<file path="config.mk">
export PLATFORM = sky130hd
export DESIGN_NAME = uart_imem_loader_flat
export DESIGN_NICKNAME = d
export VERILOG_FILES = /design/src/rtl/uart_imem_loader_if.sv /design/src/rtl/uart_imem_loader.sv /design/src/flat_wrapper.sv
export SDC_FILE = /design/constraint.sdc
export NUM_CORES = 1
export LEC_CHECK = 0
export BUFFER_PORTS_ARGS = -buffer_cell sky130_fd_sc_hd__buf_2
export CORE_ASPECT_RATIO = 0.8
export CORE_MARGIN = 2
export CORE_UTILIZATION = 45
export CTS_CLUSTER_SIZE = 10
export DETAILED_ROUTE_END_ITERATION = 7
export PLACE_DENSITY = 0.66
export SLEW_MARGIN = 20
export SYNTH_ARGS = -nofsm -noshare
export SYNTH_HDL_FRONTEND = slang
export SYNTH_SLANG_ARGS = --single-unit
</file>
<file path="constraint.sdc">
create_clock -name clock -period 4.5 [get_ports clock]
set_input_delay 0.45 -clock clock [delete_from_list [all_inputs] [get_ports clock]]
set_output_delay 0.45 -clock clock [all_outputs]
set_load 0.05 [all_outputs]
</file>
<file path="src/rtl/uart_imem_loader_if.sv">
// Instruction-memory write port between the UART program loader (master)
// and the imem write side (slave).
interface uart_imem_loader_if #(
    parameter int ADDR_WIDTH = 9
);
    logic [ADDR_WIDTH-1:0] imem_write_address;
    logic [31:0]           imem_write_data;
    logic                  imem_write_enable;

    modport master (
        output imem_write_address,
        output imem_write_data,
        output imem_write_enable
    );

    modport slave (
        input imem_write_address,
        input imem_write_data,
        input imem_write_enable
    );
endinterface

</file>
<file path="src/rtl/uart_imem_loader.sv">
// 8N1 UART receiver feeding a frame parser that writes 32-bit words into imem
// and holds the core in reset while a load is in flight.
module uart_imem_loader #(
    parameter int CLOCK_HZ   = 27_000_000,
    parameter int BAUD       = 115200,
    parameter int ADDR_WIDTH = 9
) (
    input  logic               clock,
    input  logic               resetn,
    input  logic               uart_rx,
    uart_imem_loader_if.master imem,
    output logic               core_hold,
    output logic [7:0]         rx_data,
    output logic               rx_valid,
    output logic               frame_error,
    output logic               load_done,
    output logic               load_error
);
    localparam int DIVISOR = CLOCK_HZ / BAUD;
    localparam int CNT_W   = $clog2(DIVISOR);
    localparam logic [CNT_W-1:0] CNT_FULL = CNT_W'(DIVISOR - 1);
    localparam logic [CNT_W-1:0] CNT_HALF = CNT_W'(DIVISOR / 2 - 1);

    typedef enum logic [2:0] {RX_IDLE, RX_START, RX_DATA, RX_STOP, RX_BREAK} rx_state_t;
    typedef enum logic [2:0] {L_IDLE, L_LEN0, L_LEN1, L_DATA, L_SUM} ld_state_t;

    logic             rx_meta_q, rx_meta_d, rx_sync_q, rx_sync_d;
    rx_state_t        rx_state_q, rx_state_d;
    logic [CNT_W-1:0] cnt_q, cnt_d;
    logic [2:0]       bit_q, bit_d;
    logic [7:0]       shift_q, shift_d;
    logic [7:0]       rx_data_q, rx_data_d;
    logic             rx_valid_q, rx_valid_d;
    logic             frame_error_q, frame_error_d;

    ld_state_t             ld_state_q, ld_state_d;
    logic                  hold_q, hold_d;
    logic [ADDR_WIDTH-1:0] addr_q, addr_d;
    logic [31:0]           wdata_q, wdata_d;
    logic                  we_q, we_d;
    logic [23:0]           word_q, word_d;
    logic [1:0]            idx_q, idx_d;
    logic [15:0]           count_q, count_d;
    logic [7:0]            len_lo_q, len_lo_d;
    logic [7:0]            sum_q, sum_d;
    logic                  done_q, done_d;
    logic                  error_q, error_d;

    always_ff @(posedge clock) begin
        if (!resetn) begin
            rx_meta_q     <= 1'b1;
            rx_sync_q     <= 1'b1;
            rx_state_q    <= RX_IDLE;
            cnt_q         <= '0;
            bit_q         <= '0;
            shift_q       <= '0;
            rx_data_q     <= '0;
            rx_valid_q    <= 1'b0;
            frame_error_q <= 1'b0;
            ld_state_q    <= L_IDLE;
            hold_q        <= 1'b0;
            addr_q        <= '0;
            wdata_q       <= '0;
            we_q          <= 1'b0;
            word_q        <= '0;
            idx_q         <= '0;
            count_q       <= '0;
            len_lo_q      <= '0;
            sum_q         <= '0;
            done_q        <= 1'b0;
            error_q       <= 1'b0;
        end else begin
            rx_meta_q     <= rx_meta_d;
            rx_sync_q     <= rx_sync_d;
            rx_state_q    <= rx_state_d;
            cnt_q         <= cnt_d;
            bit_q         <= bit_d;
            shift_q       <= shift_d;
            rx_data_q     <= rx_data_d;
            rx_valid_q    <= rx_valid_d;
            frame_error_q <= frame_error_d;
            ld_state_q    <= ld_state_d;
            hold_q        <= hold_d;
            addr_q        <= addr_d;
            wdata_q       <= wdata_d;
            we_q          <= we_d;
            word_q        <= word_d;
            idx_q         <= idx_d;
            count_q       <= count_d;
            len_lo_q      <= len_lo_d;
            sum_q         <= sum_d;
            done_q        <= done_d;
            error_q       <= error_d;
        end
    end

    // Receiver: sample mid-bit, re-arm in RX_IDLE right after the stop sample.
    always_comb begin
        rx_meta_d     = uart_rx;
        rx_sync_d     = rx_meta_q;
        rx_state_d    = rx_state_q;
        cnt_d         = cnt_q;
        bit_d         = bit_q;
        shift_d       = shift_q;
        rx_data_d     = rx_data_q;
        rx_valid_d    = 1'b0;
        frame_error_d = 1'b0;
        case (rx_state_q)
            RX_IDLE: begin
                if (!rx_sync_q) begin
                    rx_state_d = RX_START;
                    cnt_d      = '0;
                end
            end
            RX_START: begin
                if (cnt_q == CNT_HALF) begin
                    cnt_d      = '0;
                    bit_d      = '0;
                    rx_state_d = rx_sync_q ? RX_IDLE : RX_DATA;
                end else begin
                    cnt_d = cnt_q + 1'b1;
                end
            end
            RX_DATA: begin
                if (cnt_q == CNT_FULL) begin
                    cnt_d   = '0;
                    shift_d = {rx_sync_q, shift_q[7:1]};
                    bit_d   = bit_q + 3'd1;
                    if (bit_q == 3'd7) rx_state_d = RX_STOP;
                end else begin
                    cnt_d = cnt_q + 1'b1;
                end
            end
            RX_STOP: begin
                if (cnt_q == CNT_FULL) begin
                    cnt_d = '0;
                    if (rx_sync_q) begin
                        rx_data_d  = shift_q;
                        rx_valid_d = 1'b1;
                        rx_state_d = RX_IDLE;
                    end else begin
                        frame_error_d = 1'b1;
                        rx_state_d    = RX_BREAK;
                    end
                end else begin
                    cnt_d = cnt_q + 1'b1;
                end
            end
            RX_BREAK: begin
                if (rx_sync_q) rx_state_d = RX_IDLE;
            end
            default: rx_state_d = RX_IDLE;
        endcase
    end

    // Loader: the address advances on the edge after each write strobe.
    always_comb begin
        ld_state_d = ld_state_q;
        hold_d     = hold_q;
        addr_d     = addr_q;
        wdata_d    = wdata_q;
        we_d       = 1'b0;
        word_d     = word_q;
        idx_d      = idx_q;
        count_d    = count_q;
        len_lo_d   = len_lo_q;
        sum_d      = sum_q;
        done_d     = 1'b0;
        error_d    = 1'b0;
        if (we_q) addr_d = addr_q + 1'b1;
        if (frame_error_q && ld_state_q != L_IDLE) begin
            error_d    = 1'b1;
            ld_state_d = L_IDLE;
        end else if (rx_valid_q) begin
            case (ld_state_q)
                L_IDLE: begin
                    if (rx_data_q == 8'hA5) begin
                        hold_d     = 1'b1;
                        sum_d      = '0;
                        addr_d     = '0;
                        ld_state_d = L_LEN0;
                    end
                end
                L_LEN0: begin
                    len_lo_d   = rx_data_q;
                    ld_state_d = L_LEN1;
                end
                L_LEN1: begin
                    count_d    = {rx_data_q, len_lo_q};
                    idx_d      = '0;
                    ld_state_d = ({rx_data_q, len_lo_q} == 16'd0) ? L_SUM : L_DATA;
                end
                L_DATA: begin
                    sum_d = sum_q + rx_data_q;
                    idx_d = idx_q + 2'd1;
                    case (idx_q)
                        2'd0: word_d[7:0]   = rx_data_q;
                        2'd1: word_d[15:8]  = rx_data_q;
                        2'd2: word_d[23:16] = rx_data_q;
                        default: begin
                            wdata_d = {rx_data_q, word_q};
                            we_d    = 1'b1;
                            count_d = count_q - 16'd1;
                            if (count_q == 16'd1) ld_state_d = L_SUM;
                        end
                    endcase
                end
                L_SUM: begin
                    if (rx_data_q == sum_q) begin
                        done_d = 1'b1;
                        hold_d = 1'b0;
                    end else begin
                        error_d = 1'b1;
                    end
                    ld_state_d = L_IDLE;
                end
                default: ld_state_d = L_IDLE;
            endcase
        end
    end

    assign imem.imem_write_address = addr_q;
    assign imem.imem_write_data    = wdata_q;
    assign imem.imem_write_enable  = we_q;
    assign core_hold               = hold_q;
    assign rx_data                 = rx_data_q;
    assign rx_valid                = rx_valid_q;
    assign frame_error             = frame_error_q;
    assign load_done               = done_q;
    assign load_error              = error_q;
endmodule

</file>
<file path="src/flat_wrapper.sv">
// flat-port wrapper written by rule: the top's interface ports become plain ports
module uart_imem_loader_flat 
#(
    parameter int CLOCK_HZ   = 27_000_000,
    parameter int BAUD       = 115200,
    parameter int ADDR_WIDTH = 9
)
  (clock, resetn, uart_rx, core_hold, rx_data, rx_valid, frame_error, load_done, load_error, imem_imem_write_address, imem_imem_write_data, imem_imem_write_enable);
  uart_imem_loader_if #(.ADDR_WIDTH(ADDR_WIDTH)) imem_i ();
  input  logic clock;
  input  logic resetn;
  input  logic uart_rx;
  output logic core_hold;
  output logic [7:0] rx_data;
  output logic rx_valid;
  output logic frame_error;
  output logic load_done;
  output logic load_error;
  output wire logic [$bits(imem_i.imem_write_address)-1:0] imem_imem_write_address;
  output wire logic [$bits(imem_i.imem_write_data)-1:0] imem_imem_write_data;
  output wire logic [$bits(imem_i.imem_write_enable)-1:0] imem_imem_write_enable;
  assign imem_imem_write_address = imem_i.imem_write_address;
  assign imem_imem_write_data = imem_i.imem_write_data;
  assign imem_imem_write_enable = imem_i.imem_write_enable;
  uart_imem_loader #(.CLOCK_HZ(CLOCK_HZ), .BAUD(BAUD), .ADDR_WIDTH(ADDR_WIDTH)) u_core (.clock(clock), .resetn(resetn), .uart_rx(uart_rx), .imem(imem_i), .core_hold(core_hold), .rx_data(rx_data), .rx_valid(rx_valid), .frame_error(frame_error), .load_done(load_done), .load_error(load_error));
endmodule
</file>
==> out/qor.csv <==
stage;metric;value;unit
placement;finalWeightedCongestion;0.840;
cts;htreeDepth;4;
setup_path;cpMostUsedCell;nand2_1;
grt;antenna_found_initial;0;
setup_path;cp.buffers_inverters;0;
finish;multiInputGateArea;3160;µm²
finish;postLayoutCellArea;7180;µm²
grt;grt_max_degree;111;
timing;post-route-min-period;2.72;ns
cts;post_cts_resized;0;
setup_path;critical_path.top_delay_family;simple AND/OR/NAND/NOR gates;
floorplan;ios;58;
floorplan;design.core.area;13500;µm²
synthesis;synth_compound_area_share;17.0;%
setup_path;crit_slowest_cell;nand2_1;
finish;antennaDiodeCount;0;
power;p_int;2.15;mW
setup_path;cp_data_arrival_time;3.01;ns
timing;setup_violations;0;
synthesis;ys_top_cells_by_area;dfxtp_1 45%, nand2_1 7.8%, a21oi_1 7.1%;
synthesis;synthAdderAreaFrac;4.16;%
synthesis;synth_simple_gate_area_share;23.4;%
floorplan;start_util;45.8;%
synthesis;synth_xor_area_share;2.12;%
setup_path;crit_chain;nand4bb_1 -> nor2_2 -> nand2_1 -> nand2_1 -> a21oi_1;
route;vias;5433;
synthesis;synthArstFlopShare;0;%
finish;n_fill_cell;1261;
cts;clk_latency;0.42;ns
setup_path;timing_worst_setup_path_type;reg -> reg;
timing;grt_setup_unrepaired;no;
synthesis;yosysUniqueCellTypes;57;
placement;placed_cells;938;
job;maxCapViolCount;0;
synthesis;synth_flop_cell;dfxtp_1;
hold_path;hold_depth;2;
synthesis;syn-cell-area;6190;µm²
synthesis;synth_top_family_by_area;simple AND/OR/NAND/NOR gates;
floorplan;dieHeight;109;µm
finish;register_area;2800;µm²
route;viasPerCell;5.59;
floorplan;die_x;135;µm
synthesis;synth_mux_area_share;4.04;%
route;wl_per_cell;15.4;µm
setup_path;worst-path-stages;5;
power;p_leak;2.76;nW
setup_path;startpoint_type;register;
power;p_switching;0.561;mW
finish;final_core_util;53.2;%
setup_path;path_max_fanout;32;
timing;slew_headroom;29.6;%
timing;finalCritPeriodShare;60.4;%
grt;grt_pass1_vias;4932;
outcome;outcome;finished clean;
timing;timing.hold.ws;0.222;ns
setup_path;max_stage_delay;0.80;ns
grt;grt_pass1_wl;24.2;mm
timing;clock_skew;0.00705;ns
finish;fin_cells;972;
synthesis;synth.yosys.seq_area_share;45.3;%
synthesis;ys_ff_latch;140;
cts;max-clock-path-buffers;2;
finish;layout.nets;802;
cts;cts_hold_buf;0;
synthesis;syn-num-nets;773;
timing;hold_viol;0;
placement;hpwl;9.83;mm
power;switching_share;20.7;%
setup_path;ff2ff_path_depth;5;
synthesis;ys_warn_count;0;
timing;fmax;368;MHz
hold_path;hp-class;in -> reg;
synthesis;synth-edff-count;0;
placement;dpl-instance-area;6530;µm²
route;drt_first_iter_violations;386;
finish;drive_above_1_share;13.1;%
synthesis;yosysTopAreaCell;dfxtp_1;
placement;portBuffers;57;
setup_path;end_kind;register;
cts;cts_num_sinks;140;
route;drc;0;
route;first_pass_iters;5;
power;report.power.total;2.71;mW
cts;cts-root-buf;clkbuf_16;
timing;final.setup.tns;0;ns
floorplan;fp-row-count;38;
grt;grt_overflow;0;
placement;place_ws;1.79;ns
route;routed_wl;14.9;mm
timing;worst_slew_pin_slew;1.05;ns
synthesis;synthDominantCellAreaShare;45.3;%
grt;track_usage;20.7;%
cts;cts_buffers;17;
synthesis;avgSynthCellArea;8.25;µm²
timing;maxSlewViolCount;0;
power;p_per_area;377;nW/µm²
power;clkPwrFrac;52.5;%
power;peakVddDrop;251;µV
floorplan;die_area;14700;µm²
timing;setup_ws;1.78;ns
power;combinationalPowerShare;1.6;%
synthesis;syn-instance-count;750;
cts;cts_tree;built;
power;p_seq_share;46.0;%
finish;syn_to_final_growth;16.1;%
cts;path_clk_slew;0.06;ns
route;ant_nets;0;
setup_path;critPathRequiredTime;4.79;ns
cts;cts_setup_buffers;0;
==> power groups by stage <==
stage	Clock, mW	Sequential [mW]	Combinational (mW)
floorplan	0	1.27	0.0295
global placement	0	1.27	0.0388
detailed placement	0	1.27	0.0393
CTS	1.45	1.25	0.0394
global route	1.49	1.25	0.0461
finish	1.42	1.25	0.0422
==> cells in the final DEF (no fill, tap or decap), types with 5 or more instances in the layout <==
master / instances
mux2i_1: 25
o21a_1: 5
or4_1: 8
a21o_1: 5
a211oi_1: 5
clkbuf_16: 17
a31oi_1: 5
dfxtp_1: 140
nand3_1: 40
buf_2: 57
or3_1: 8
xnor2_1: 7
and3_1: 6
a311oi_1: 6
nor4_1: 7
a21oi_1: 88
nand2_1: 129
nand2b_1: 8
inv_1: 11
nand4_1: 6
o21ai_0: 25
nor2_1: 70
nor3_1: 11
ha_1: 19
a22oi_1: 13
xor2_1: 8
clkinv_2: 5
==> logic make-up after synthesis <==
kind of cell | count (synthesis)
adder cells (fa/ha/maj) | 20
buffers and inverters | 64
AO/OA/AOI/OAI | 174
XOR/XNOR | 15
flip-flops | 140
multiplexers | 25
AND/OR/NAND/NOR | 312
==> worst register-to-register path, stage by stage, from the launching register on <==
cell	delay [ns]
dfxtp_1	0.53
nand4bb_1	0.26
nor2_2	0.60
nand2_1	0.81
nand2_1	0.29
a21oi_1	0.10
==> sequential cells by signal (all words and copies together) (netlist names) <==
| signal | count |
|---|---|
| u_core.bit_q | 3 |
| u_core.cnt_q | 8 |
| u_core.core_hold | 1 |
| u_core.count_q | 16 |
| u_core.frame_error | 1 |
| u_core.idx_q | 2 |
| u_core.imem.imem_write_address | 9 |
| u_core.imem.imem_write_data | 32 |
| u_core.imem.imem_write_enable | 1 |
| u_core.ld_state_q | 3 |
| u_core.len_lo_q | 8 |
| u_core.load_done | 1 |
| u_core.load_error | 1 |
| u_core.rx_data | 8 |
| u_core.rx_meta_q | 1 |
| u_core.rx_state_q | 3 |
| u_core.rx_sync_q | 1 |
| u_core.rx_valid | 1 |
| u_core.shift_q | 8 |
| u_core.sum_q | 8 |
| u_core.word_q | 24 |
==> final cells by class <==
| class | count | area share (%) |
|---|---|---|
| clock inverter | 11 | 1.99 |
| sequential | 140 | 39.0 |
| inverter | 12 | 0.644 |
| tap | 180 | 3.14 |
| timing repair buffer | 62 | 4.88 |
| clock buffer | 21 | 6.41 |
| multi-input combinational | 546 | 43.9 |
==> layer usage <==
layer | track usage [%] | vias up | wire [µm] | part of all wire, %
met4 | 7.29 | 0 | 216 | 1.4
met5 | 0 | - | 0 | 0
met2 | 32.6 | 154 | 6920 | 46
met1 | 28.4 | 2571 | 7040 | 47
li1 | - | 2689 | - | -
met3 | 4.18 | 19 | 770 | 5.2
==> Yosys cell counts, drive strengths merged, types with 12 or more instances <==
library cell / count
mux2i: 25
nand2: 129
inv: 12
clkbuf: 45
a21oi: 88
ha: 19
dfxtp: 140
nand3: 40
nor2: 71
nor3: 12
a22oi: 13
o21ai: 25
==> final timing paths <==
kind,slack [ns],startpoint,end
max reg2reg,1.78,u_core.rx_valid,u_core.imem.imem_write_data[10]
max,1.78,u_core.rx_valid,u_core.imem.imem_write_data[10]
min reg2reg,0.41,u_core.rx_meta_q,u_core.rx_sync_q
min,0.22,uart_rx,u_core.rx_meta_q
No activity file was read; power rests on OpenSTA's default activity.
